`src/rtl/mem_block_ctrl_if.sv`:
```
// Request/response and word-RAM bus of the line-transfer memory controller.
// The controller takes the slave view; requester plus RAM take the master view.
interface mem_block_ctrl_if #(
  parameter int WORD_WIDTH     = 32,
  parameter int BLOCK_SIZE     = 4,
  parameter int ADDR_WIDTH     = 32,
  parameter int RAM_ADDR_WIDTH = 12
);
  logic                             req_cs;
  logic                             req_rw;
  logic [ADDR_WIDTH-1:0]            req_addr;
  logic [BLOCK_SIZE*WORD_WIDTH-1:0] req_data;
  logic                             res_ack;
  logic [BLOCK_SIZE*WORD_WIDTH-1:0] res_data;
  logic                             ram_en;
  logic                             ram_we;
  logic [RAM_ADDR_WIDTH-1:0]        ram_addr;
  logic [WORD_WIDTH-1:0]            ram_wdata;
  logic [WORD_WIDTH-1:0]            ram_rdata;

  modport slave (
    input  req_cs, req_rw, req_addr, req_data, ram_rdata,
    output res_ack, res_data, ram_en, ram_we, ram_addr, ram_wdata
  );

  modport master (
    output req_cs, req_rw, req_addr, req_data, ram_rdata,
    input  res_ack, res_data, ram_en, ram_we, ram_addr, ram_wdata
  );
endinterface

```
`src/rtl/mem_block_ctrl.sv`:
```
// Moves one cache line per request as BLOCK_SIZE word accesses to a synchronous RAM.
// Ack after BLOCK_SIZE+1 (write) or BLOCK_SIZE+RAM_LATENCY+1 (read) cycles; req_cs must be held until ack.
module mem_block_ctrl #(
  parameter int WORD_WIDTH     = 32,
  parameter int BLOCK_SIZE     = 4,
  parameter int ADDR_WIDTH     = 32,
  parameter int RAM_ADDR_WIDTH = 12,
  parameter int RAM_LATENCY    = 1
) (
  input  logic             clk,
  input  logic             rst,
  mem_block_ctrl_if.slave  bus
);
  localparam int OB = $clog2(BLOCK_SIZE);
  localparam logic [OB:0]   BS_CNT   = (OB+1)'(BLOCK_SIZE);
  localparam logic [OB-1:0] LAST_OFF = OB'(BLOCK_SIZE-1);

  typedef enum logic [1:0] {IDLE, WRITE, READ, ACK} state_t;

  state_t                    state_q, state_d;
  logic [OB:0]               issue_q, issue_d;
  logic [OB-1:0]             cap_q, cap_d;
  logic [RAM_ADDR_WIDTH-1:0] base_q;
  logic [WORD_WIDTH-1:0]     wline_q [BLOCK_SIZE];
  logic [WORD_WIDTH-1:0]     rline_q [BLOCK_SIZE];
  logic [BLOCK_SIZE*WORD_WIDTH-1:0] res_data_q;
  logic [RAM_LATENCY-1:0]    vld_q;
  logic                      ram_en_q, ram_en_d;
  logic                      ram_we_q, ram_we_d;
  logic [RAM_ADDR_WIDTH-1:0] ram_addr_q, ram_addr_d;
  logic [WORD_WIDTH-1:0]     ram_wdata_q, ram_wdata_d;
  logic                      res_ack_q, res_ack_d;
  logic                      accept, cap_en, cap_last;
  logic [RAM_ADDR_WIDTH-1:0] req_base, issue_addr;
  logic                      unused_addr;

  // Offset bits are forced to zero, so base + offset never carries out of the line.
  assign req_base    = {bus.req_addr[RAM_ADDR_WIDTH-1:OB], {OB{1'b0}}};
  assign issue_addr  = base_q + {{(RAM_ADDR_WIDTH-OB){1'b0}}, issue_q[OB-1:0]};
  assign unused_addr = ^bus.req_addr;

  always_comb begin
    state_d     = state_q;
    issue_d     = issue_q;
    cap_d       = cap_q;
    ram_en_d    = 1'b0;
    ram_we_d    = 1'b0;
    ram_addr_d  = ram_addr_q;
    ram_wdata_d = ram_wdata_q;
    res_ack_d   = 1'b0;
    accept      = 1'b0;
    cap_en      = 1'b0;
    cap_last    = 1'b0;
    case (state_q)
      IDLE: begin
        if (bus.req_cs) begin
          accept     = 1'b1;
          issue_d    = (OB+1)'(1);
          cap_d      = '0;
          ram_en_d   = 1'b1;
          ram_we_d   = bus.req_rw;
          ram_addr_d = req_base;
          if (bus.req_rw) ram_wdata_d = bus.req_data[WORD_WIDTH-1:0];
          state_d    = bus.req_rw ? WRITE : READ;
        end
      end
      WRITE: begin
        if (issue_q < BS_CNT) begin
          ram_en_d    = 1'b1;
          ram_we_d    = 1'b1;
          ram_addr_d  = issue_addr;
          ram_wdata_d = wline_q[issue_q[OB-1:0]];
          issue_d     = issue_q + 1'b1;
        end else begin
          res_ack_d = 1'b1;
          state_d   = ACK;
        end
      end
      READ: begin
        if (issue_q < BS_CNT) begin
          ram_en_d   = 1'b1;
          ram_addr_d = issue_addr;
          issue_d    = issue_q + 1'b1;
        end
        if (vld_q[RAM_LATENCY-1]) begin
          cap_en = 1'b1;
          cap_d  = cap_q + 1'b1;
          if (cap_q == LAST_OFF) begin
            cap_last  = 1'b1;
            res_ack_d = 1'b1;
            state_d   = ACK;
          end
        end
      end
      ACK:     state_d = IDLE;
      default: state_d = IDLE;
    endcase
  end

  always_ff @(posedge clk or posedge rst) begin
    if (rst) begin
      state_q     <= IDLE;
      issue_q     <= '0;
      cap_q       <= '0;
      base_q      <= '0;
      vld_q       <= '0;
      ram_en_q    <= 1'b0;
      ram_we_q    <= 1'b0;
      ram_addr_q  <= '0;
      ram_wdata_q <= '0;
      res_ack_q   <= 1'b0;
      res_data_q  <= '0;
      for (int i = 0; i < BLOCK_SIZE; i++) begin
        wline_q[i] <= '0;
        rline_q[i] <= '0;
      end
    end else begin
      state_q     <= state_d;
      issue_q     <= issue_d;
      cap_q       <= cap_d;
      ram_en_q    <= ram_en_d;
      ram_we_q    <= ram_we_d;
      ram_addr_q  <= ram_addr_d;
      ram_wdata_q <= ram_wdata_d;
      res_ack_q   <= res_ack_d;
      if (accept) begin
        base_q <= req_base;
        for (int i = 0; i < BLOCK_SIZE; i++)
          wline_q[i] <= bus.req_data[i*WORD_WIDTH +: WORD_WIDTH];
      end
      // A token follows each read issue so capture lines up with RAM latency.
      vld_q[0] <= ram_en_q & ~ram_we_q;
      for (int k = 1; k < RAM_LATENCY; k++)
        vld_q[k] <= vld_q[k-1];
      if (cap_en) rline_q[cap_q] <= bus.ram_rdata;
      if (cap_last) begin
        for (int i = 0; i < BLOCK_SIZE; i++)
          res_data_q[i*WORD_WIDTH +: WORD_WIDTH] <= (OB'(i) == cap_q) ? bus.ram_rdata : rline_q[i];
      end
    end
  end

  assign bus.ram_en    = ram_en_q;
  assign bus.ram_we    = ram_we_q;
  assign bus.ram_addr  = ram_addr_q;
  assign bus.ram_wdata = ram_wdata_q;
  assign bus.res_ack   = res_ack_q;
  assign bus.res_data  = res_data_q;
endmodule

```
`src/flat_wrapper.sv`:
```
// flat-port wrapper written by rule: the top's interface ports become plain ports
module mem_block_ctrl_flat 
#(
  parameter int WORD_WIDTH     = 32,
  parameter int BLOCK_SIZE     = 4,
  parameter int ADDR_WIDTH     = 32,
  parameter int RAM_ADDR_WIDTH = 12,
  parameter int RAM_LATENCY    = 1
)
  (clk, rst, bus_req_cs, bus_req_rw, bus_req_addr, bus_req_data, bus_ram_rdata, bus_res_ack, bus_res_data, bus_ram_en, bus_ram_we, bus_ram_addr, bus_ram_wdata);
  mem_block_ctrl_if #(.WORD_WIDTH(WORD_WIDTH), .BLOCK_SIZE(BLOCK_SIZE), .ADDR_WIDTH(ADDR_WIDTH), .RAM_ADDR_WIDTH(RAM_ADDR_WIDTH)) bus_i ();
  input  logic clk;
  input  logic rst;
  input wire logic [$bits(bus_i.req_cs)-1:0] bus_req_cs;
  input wire logic [$bits(bus_i.req_rw)-1:0] bus_req_rw;
  input wire logic [$bits(bus_i.req_addr)-1:0] bus_req_addr;
  input wire logic [$bits(bus_i.req_data)-1:0] bus_req_data;
  input wire logic [$bits(bus_i.ram_rdata)-1:0] bus_ram_rdata;
  output wire logic [$bits(bus_i.res_ack)-1:0] bus_res_ack;
  output wire logic [$bits(bus_i.res_data)-1:0] bus_res_data;
  output wire logic [$bits(bus_i.ram_en)-1:0] bus_ram_en;
  output wire logic [$bits(bus_i.ram_we)-1:0] bus_ram_we;
  output wire logic [$bits(bus_i.ram_addr)-1:0] bus_ram_addr;
  output wire logic [$bits(bus_i.ram_wdata)-1:0] bus_ram_wdata;
  assign bus_i.req_cs = bus_req_cs;
  assign bus_i.req_rw = bus_req_rw;
  assign bus_i.req_addr = bus_req_addr;
  assign bus_i.req_data = bus_req_data;
  assign bus_i.ram_rdata = bus_ram_rdata;
  assign bus_res_ack = bus_i.res_ack;
  assign bus_res_data = bus_i.res_data;
  assign bus_ram_en = bus_i.ram_en;
  assign bus_ram_we = bus_i.ram_we;
  assign bus_ram_addr = bus_i.ram_addr;
  assign bus_ram_wdata = bus_i.ram_wdata;
  mem_block_ctrl #(.WORD_WIDTH(WORD_WIDTH), .BLOCK_SIZE(BLOCK_SIZE), .ADDR_WIDTH(ADDR_WIDTH), .RAM_ADDR_WIDTH(RAM_ADDR_WIDTH), .RAM_LATENCY(RAM_LATENCY)) u_core (.clk(clk), .rst(rst), .bus(bus_i));
endmodule
```
`config.mk`:
```
export PLATFORM = sky130hd
export DESIGN_NAME = mem_block_ctrl_flat
export DESIGN_NICKNAME = d
export VERILOG_FILES = /design/src/rtl/mem_block_ctrl_if.sv /design/src/rtl/mem_block_ctrl.sv /design/src/flat_wrapper.sv
export SDC_FILE = /design/constraint.sdc
export NUM_CORES = 1
export LEC_CHECK = 0
export BUFFER_PORTS_ARGS = -buffer_cell sky130_fd_sc_hd__buf_2
export CAP_MARGIN = 10
export CORE_MARGIN = 4
export CORE_UTILIZATION = 60
export CTS_CLUSTER_SIZE = 12
export DETAILED_ROUTE_END_ITERATION = 16
export PLACE_DENSITY = 0.86
export SETUP_SLACK_MARGIN = 0.5
export SLEW_MARGIN = 20
export SYNTH_ARGS = -nofsm -noshare
export SYNTH_HDL_FRONTEND = slang
export SYNTH_SLANG_ARGS = --single-unit
export TNS_END_PERCENT = 50
```
`constraint.sdc`:
```
create_clock -name clk -period 40.5 [get_ports clk]
set_input_delay 4.05 -clock clk [delete_from_list [all_inputs] [get_ports clk]]
set_output_delay 4.05 -clock clk [all_outputs]
set_load 0.01 [all_outputs]
```
# Word-level counts from Yosys, hierarchy flattened
# Index checks and enable logic that the tools add are counted.
[op_classes]
n_addsub = 3
multipliers = 0
div_mod_pow = 0
magnitude_cmp = 4
n_eq_ne = 14
shifts = 0
mux = 42
n_bitwise = 4
n_reduce_logical = 11
[op_table]
columns = ["cell", "n"]
rows = [
  ["$mux 32", 10],
  ["$bwmux 128", 1],
  ["$bmux 32 s2", 1],
  ["$demux 32 s2", 1],
  ["$pmux 32 s2", 1],
  ["$mux 12", 2],
  ["$pmux 12 s2", 1],
  ["$mux 2", 7],
  ["$add 12x2->12", 1],
  ["$mux 1", 10],
  ["$ne 2x1->1 const B", 4],
  ["$pmux 2 s4", 1],
  ["$reduce_and 4->1", 2],
  ["$eq 2x2->1 const B", 3],
  ["$ge 3x3->1 const B", 2],
  ["$mux 3", 2],
  ["$ne 2x2->1 const B", 3],
  ["$not 2->3", 2],
  ["$pmux 1 s2", 3],
  ["$pmux 3 s2", 1],
  ["$reduce_and 3->1", 2],
  ["$reduce_bool 2->1", 3],
  ["$eq 2x2->1 const A", 2],
  ["$logic_not 2->1", 2],
  ["11 further kinds", 11],
]
[word_totals]
register_bits = 449
latchBits = 0
ramBits = 0
mem_bits_ro = 0
input_bits = 196
out_inout_bits = 175
wordCells = 97
memories = 0

# Logic depth before layout (Yosys ltp)
[depth]
depth_word = 6
ltp_mapped = 8
depth_no_buf = 5

# Worst setup path after synthesis
# OpenSTA, ideal clock, no wires.
[synth_path]
kind = "in2reg"
start = "in bus_req_cs"
end = "reg u_core.ram_wdata_q[27], in the netlist u_core.bus.ram_wdata[27]"
t_arrival_ns = 5.093
path_slack_ns = 35.282
path_stages = 4
n_path_buf = 1
cell_sequence = "nand2b_1 o2111a_1 buf_2 mux2_2"
[synth_via]
elab_chain_cells = 2
[synth_rtl]
columns = ["element", "line_no", "text"]
rows = [
  ["start: declaration", "flat_wrapper.sv:14", "input wire logic [$bits(bus_i.req_cs)-1:0] bus_req_cs;"],
  ["$ne 2x2->1 (no line)", "--", ""],
  ["$reduce_and 4->1 (no line)", "--", ""],
  ["end signal: assignment", "mem_block_ctrl.sv:124", "ram_wdata_q <= ram_wdata_d;"],
  ["end: declaration", "mem_block_ctrl.sv:31", "logic [WORD_WIDTH-1:0] ram_wdata_q, ram_wdata_d;"],
]
# No other way between the ends.
# A chain may end at the register's enable or synchronous reset.

==> impl_metrics.json <==
{
  "worst_slew_pin_tran_ns": 1.11,
  "timing.max_cap.violations": 0,
  "dp.final_hpwl_um": 29100,
  "hold-path-endpoint": "u_core.vld_q",
  "finClkSkew_ns": 0.0119,
  "area_growth_syn_to_layout_pct": 17.7,
  "syn_area_per_cell_um2": 14.1,
  "detailed_place.area_mm2": 0.0213,
  "r2r.worst_path.cells": 6,
  "antenna_left": 0,
  "syn_inst": 1369,
  "first_global_vias": 13300,
  "warnings_synthesis": 0,
  "arrival_ns": 6.54,
  "cp_data_required_time_ns": 41.02,
  "clk_transition_reported_paths_ns": 0.06,
  "pwr_density_cell_mw_per_mm2": 83.3,
  "maxSlewHeadroom_pct": 25.8,
  "cts-buffers-inserted": 46,
  "netlist_area_mm2": 0.0193,
  "outcome": "completed",
  "p_int_w": 0.00128,
  "nets": 1897,
  "regToRegEndpoint": "u_core.rline_q[5]",
  "share_comb_of_total_power_pct": 37.2,
  "global_route.overflow_total": 0,
  "routed_wire_length_per_instance_um": 20.9,
  "power.share.clock_pct": 21.1,
  "placementRows": 65,
  "io_buffer_count": 348,
  "fin_worst_hold_slack_ns": 0.417,
  "chipHeight_um": 187,
  "number_of_setup_violations_in_the_final_report": 0,
  "largest_net_degree_at_the_start_of_global_routing": 151,
  "maxSlewViolCount": 0,
  "hold_start": "u_core.bus.ram_we",
  "clock_latency_ns": 0.53,
  "core_mm2": 0.0316,
  "crit_path_start_kind": "primary input",
  "rr_startpoint": "u_core.state_q[0]",
  "clock_tree.htree_level_count": 2,
  "max_clock_freq_mhz": 166,
  "boundaryPins": 371,
  "route.vias.total": 12300,
  "cts-resized-gates": 0,
  "worst_setup_path_end_kind": "async pin",
  "fin_area_mm2": 0.0227,
  "peakVddDrop_mv": 0.0640,
  "seqCellArea_mm2": 0.0112,
  "tritoncts": "done",
  "rsz_0062_raised_after_global_routing": "false",
  "cts_num_sinks": 449,
  "power_switching_w": 0.000611,
  "starting_density_pct": 61.1,
  "hold_buffers": 0,
  "fin_ws_ns": 34.48,
  "proportion_of_synthesized_chip_area_in_sequential_cells_pct": 58.1,
  "synth_unique_cells": 25,
  "wl_um": 44700,
  "power_switching_share_pct": 32.3,
  "min_path_type": "flop to flop",
  "cts-root-buf": "clkbuf_16",
  "timing.final.crit_period_ns": 6.02,
  "count_of_filler_cells_inserted_in_the_layout": 2085,
  "die_w_um": 187,
  "clockBufferDepth": 3,
  "post_route_cells_drive_above_1_share_pct": 47.5,
  "timing.reg2reg.setup_slack_ns": 36.71,
  "drt_pass1_iterations": 5,
  "totalNegativeSetupSlack_ns": 0,
  "detail_route.drc_violations": 0,
  "grt_pass1_wl_um": 71900,
  "cp_max_fo": 150,
  "p_leak_nw": 10.4,
  "detailed_route_vias_per_instance": 5.77,
  "place_congestion": 0.803,
  "finalHoldViolations": 0,
  "timing.hold.worst_path_depth": 1,
  "place_worst_setup_slack_ns": 33.59,
  "die-area_mm2": 0.0351,
  "grtUsageTotal_pct": 25.3,
  "power.sequential.fraction_pct": 41.8,
  "footprint_of_the_multi_input_gates_mm2": 0.00765,
  "drt_iter0_markers": 659,
  "synth_nets": 1577,
  "cts_post_setup_buffers_inserted": 0,
  "synth_seq_cells": 449,
  "finalCritPeriodShare_pct": 14.9,
  "worst-setup-path-type": "primary input to async pin",
  "grt_antenna_before_repair": 21
}
Yosys cell counts:
| master | n | area (µm²) |
|---|---|---|
| inv_1 | 9 | 33.8 |
| nand2b_1 | 5 | 31.3 |
| buf_6 | 3 | 33.8 |
| dfrtp_1 | 449 | 11200 |
| nand2_1 | 136 | 510 |
| mux4_1 | 4 | 105 |
| ha_1 | 12 | 150 |
| o21ai_0 | 131 | 656 |
| mux4_2 | 28 | 631 |
| a31oi_1 | 1 | 6.26 |
| nor2b_1 | 2 | 12.5 |
| clkbuf_1 | 45 | 169 |
| nand4_1 | 1 | 6.26 |
| nor2_1 | 2 | 7.51 |
| a21boi_0 | 1 | 7.51 |
| mux2_2 | 323 | 3640 |
| a21oi_1 | 2 | 10.0 |
| o2111a_1 | 2 | 22.5 |
| buf_12 | 3 | 60.1 |
| mux2_4 | 28 | 420 |
| buf_1 | 8 | 30.0 |
| mux2i_1 | 136 | 1360 |
| nand3_1 | 5 | 25.0 |
| nor3_1 | 1 | 5.00 |
| buf_2 | 32 | 160 |
power by group through the flow:
stage / registers (W) / clock network [W] / logic, W
global route: 0.000815 / 0.000425 / 0.000766
floorplan: 0.000799 / 0 / 0.000476
global placement: 0.000776 / 0 / 0.000673
detailed placement: 0.000792 / 0 / 0.000706
CTS: 0.000789 / 0.000406 / 0.000713
finish: 0.000791 / 0.000399 / 0.000705
area by class of cell:
cell class                      count  share of cell area (%)
Multi-Input combinational cell    820                    33.6
Sequential cell                   449                    49.4
Clock buffer                       71                    6.11
Inverter                            9                   0.204
Clock inverter                      3                  0.0825
Tap cell                          402                    2.21
Antenna cell                       17                   0.187
Timing Repair Buffer              363                    8.17
logic make-up after synthesis:
group | after synthesis | share of synthesized area, %
AO/OA/AOI/OAI | 137 | 3.63
adder cells (fa/ha/maj) | 12 | 0.777
buffers and inverters | 100 | 2.52
flip-flops | 449 | 58.1
multiplexers | 519 | 31.8
AND/OR/NAND/NOR | 152 | 3.09
through the flow:
stage	std cells	total power, W	utilization (%)
after floorplan	1369	0.00127	-
after global placement	2043	0.00145	67.3
after detailed placement	2043	0.00150	67.3
after CTS	2117	0.00191	71.7
after global routing	2134	0.00201	71.9
final	2134	0.00190	71.9
critical path, cell delays in order:
cell and delay [ns]:
buf_2 0.13, clkinv_8 0.48, buf_4 0.83, buf_4 0.88
sequential cells by signal (all words and copies together), names as in the netlist:
signal / cells
u_core.bus.res_ack: 1
u_core.bus.ram_we: 1
u_core.base_q: 10
u_core.bus.ram_en: 1
u_core.bus.ram_addr: 12
u_core.cap_q: 2
u_core.wline_q: 128
u_core.vld_q: 1
u_core.bus.ram_wdata: 32
u_core.state_q: 2
u_core.issue_q: 3
u_core.rline_q: 128
u_core.bus.res_data: 128
how the worst max path moves through the flow:
stage	start	endpoint	slack, ns	depth (start not counted)
finish	rst	u_core.rline_q[49]	34.48	4
global placement	rst	u_core.bus.ram_wdata[16]	33.65	4
detailed placement	rst	u_core.bus.ram_wdata[16]	33.59	4
global route	rst	u_core.rline_q[49]	34.03	4
CTS	rst	u_core.bus.res_data[17]	34.14	4
floorplan	rst	u_core.base_q[10]	23.94	1
metal layers:
metal	vias to the layer above	wire (µm)	GRT usage (%)
met4	6	1960	11.4
met3	124	2870	6.03
met1	6267	18000	32.0
li1	5515	-	-
met5	-	39	0
met2	396	21800	41.9
layout by cell type (no fill, tap or decap), types with 3 or more instances in the layout:
cell type  synthesis  layout
inv_1              9       8
nand2_1          136     135
ha_2               0       4
mux4_2            28      28
clkbuf_1          45      14
mux2_4            28      28
buf_2             32     348
buf_4              0      14
nand3_2            0       3
mux2i_1          136     136
o21ai_0          131     131
mux4_1             4       4
clkbuf_16          0      49
clkbuf_8           0       8
ha_1              12       8
nand2b_1           5       5
dfrtp_1          449     448
diode_2            0      17
mux2_2           323     323
(Power assumes the default switching activity.)
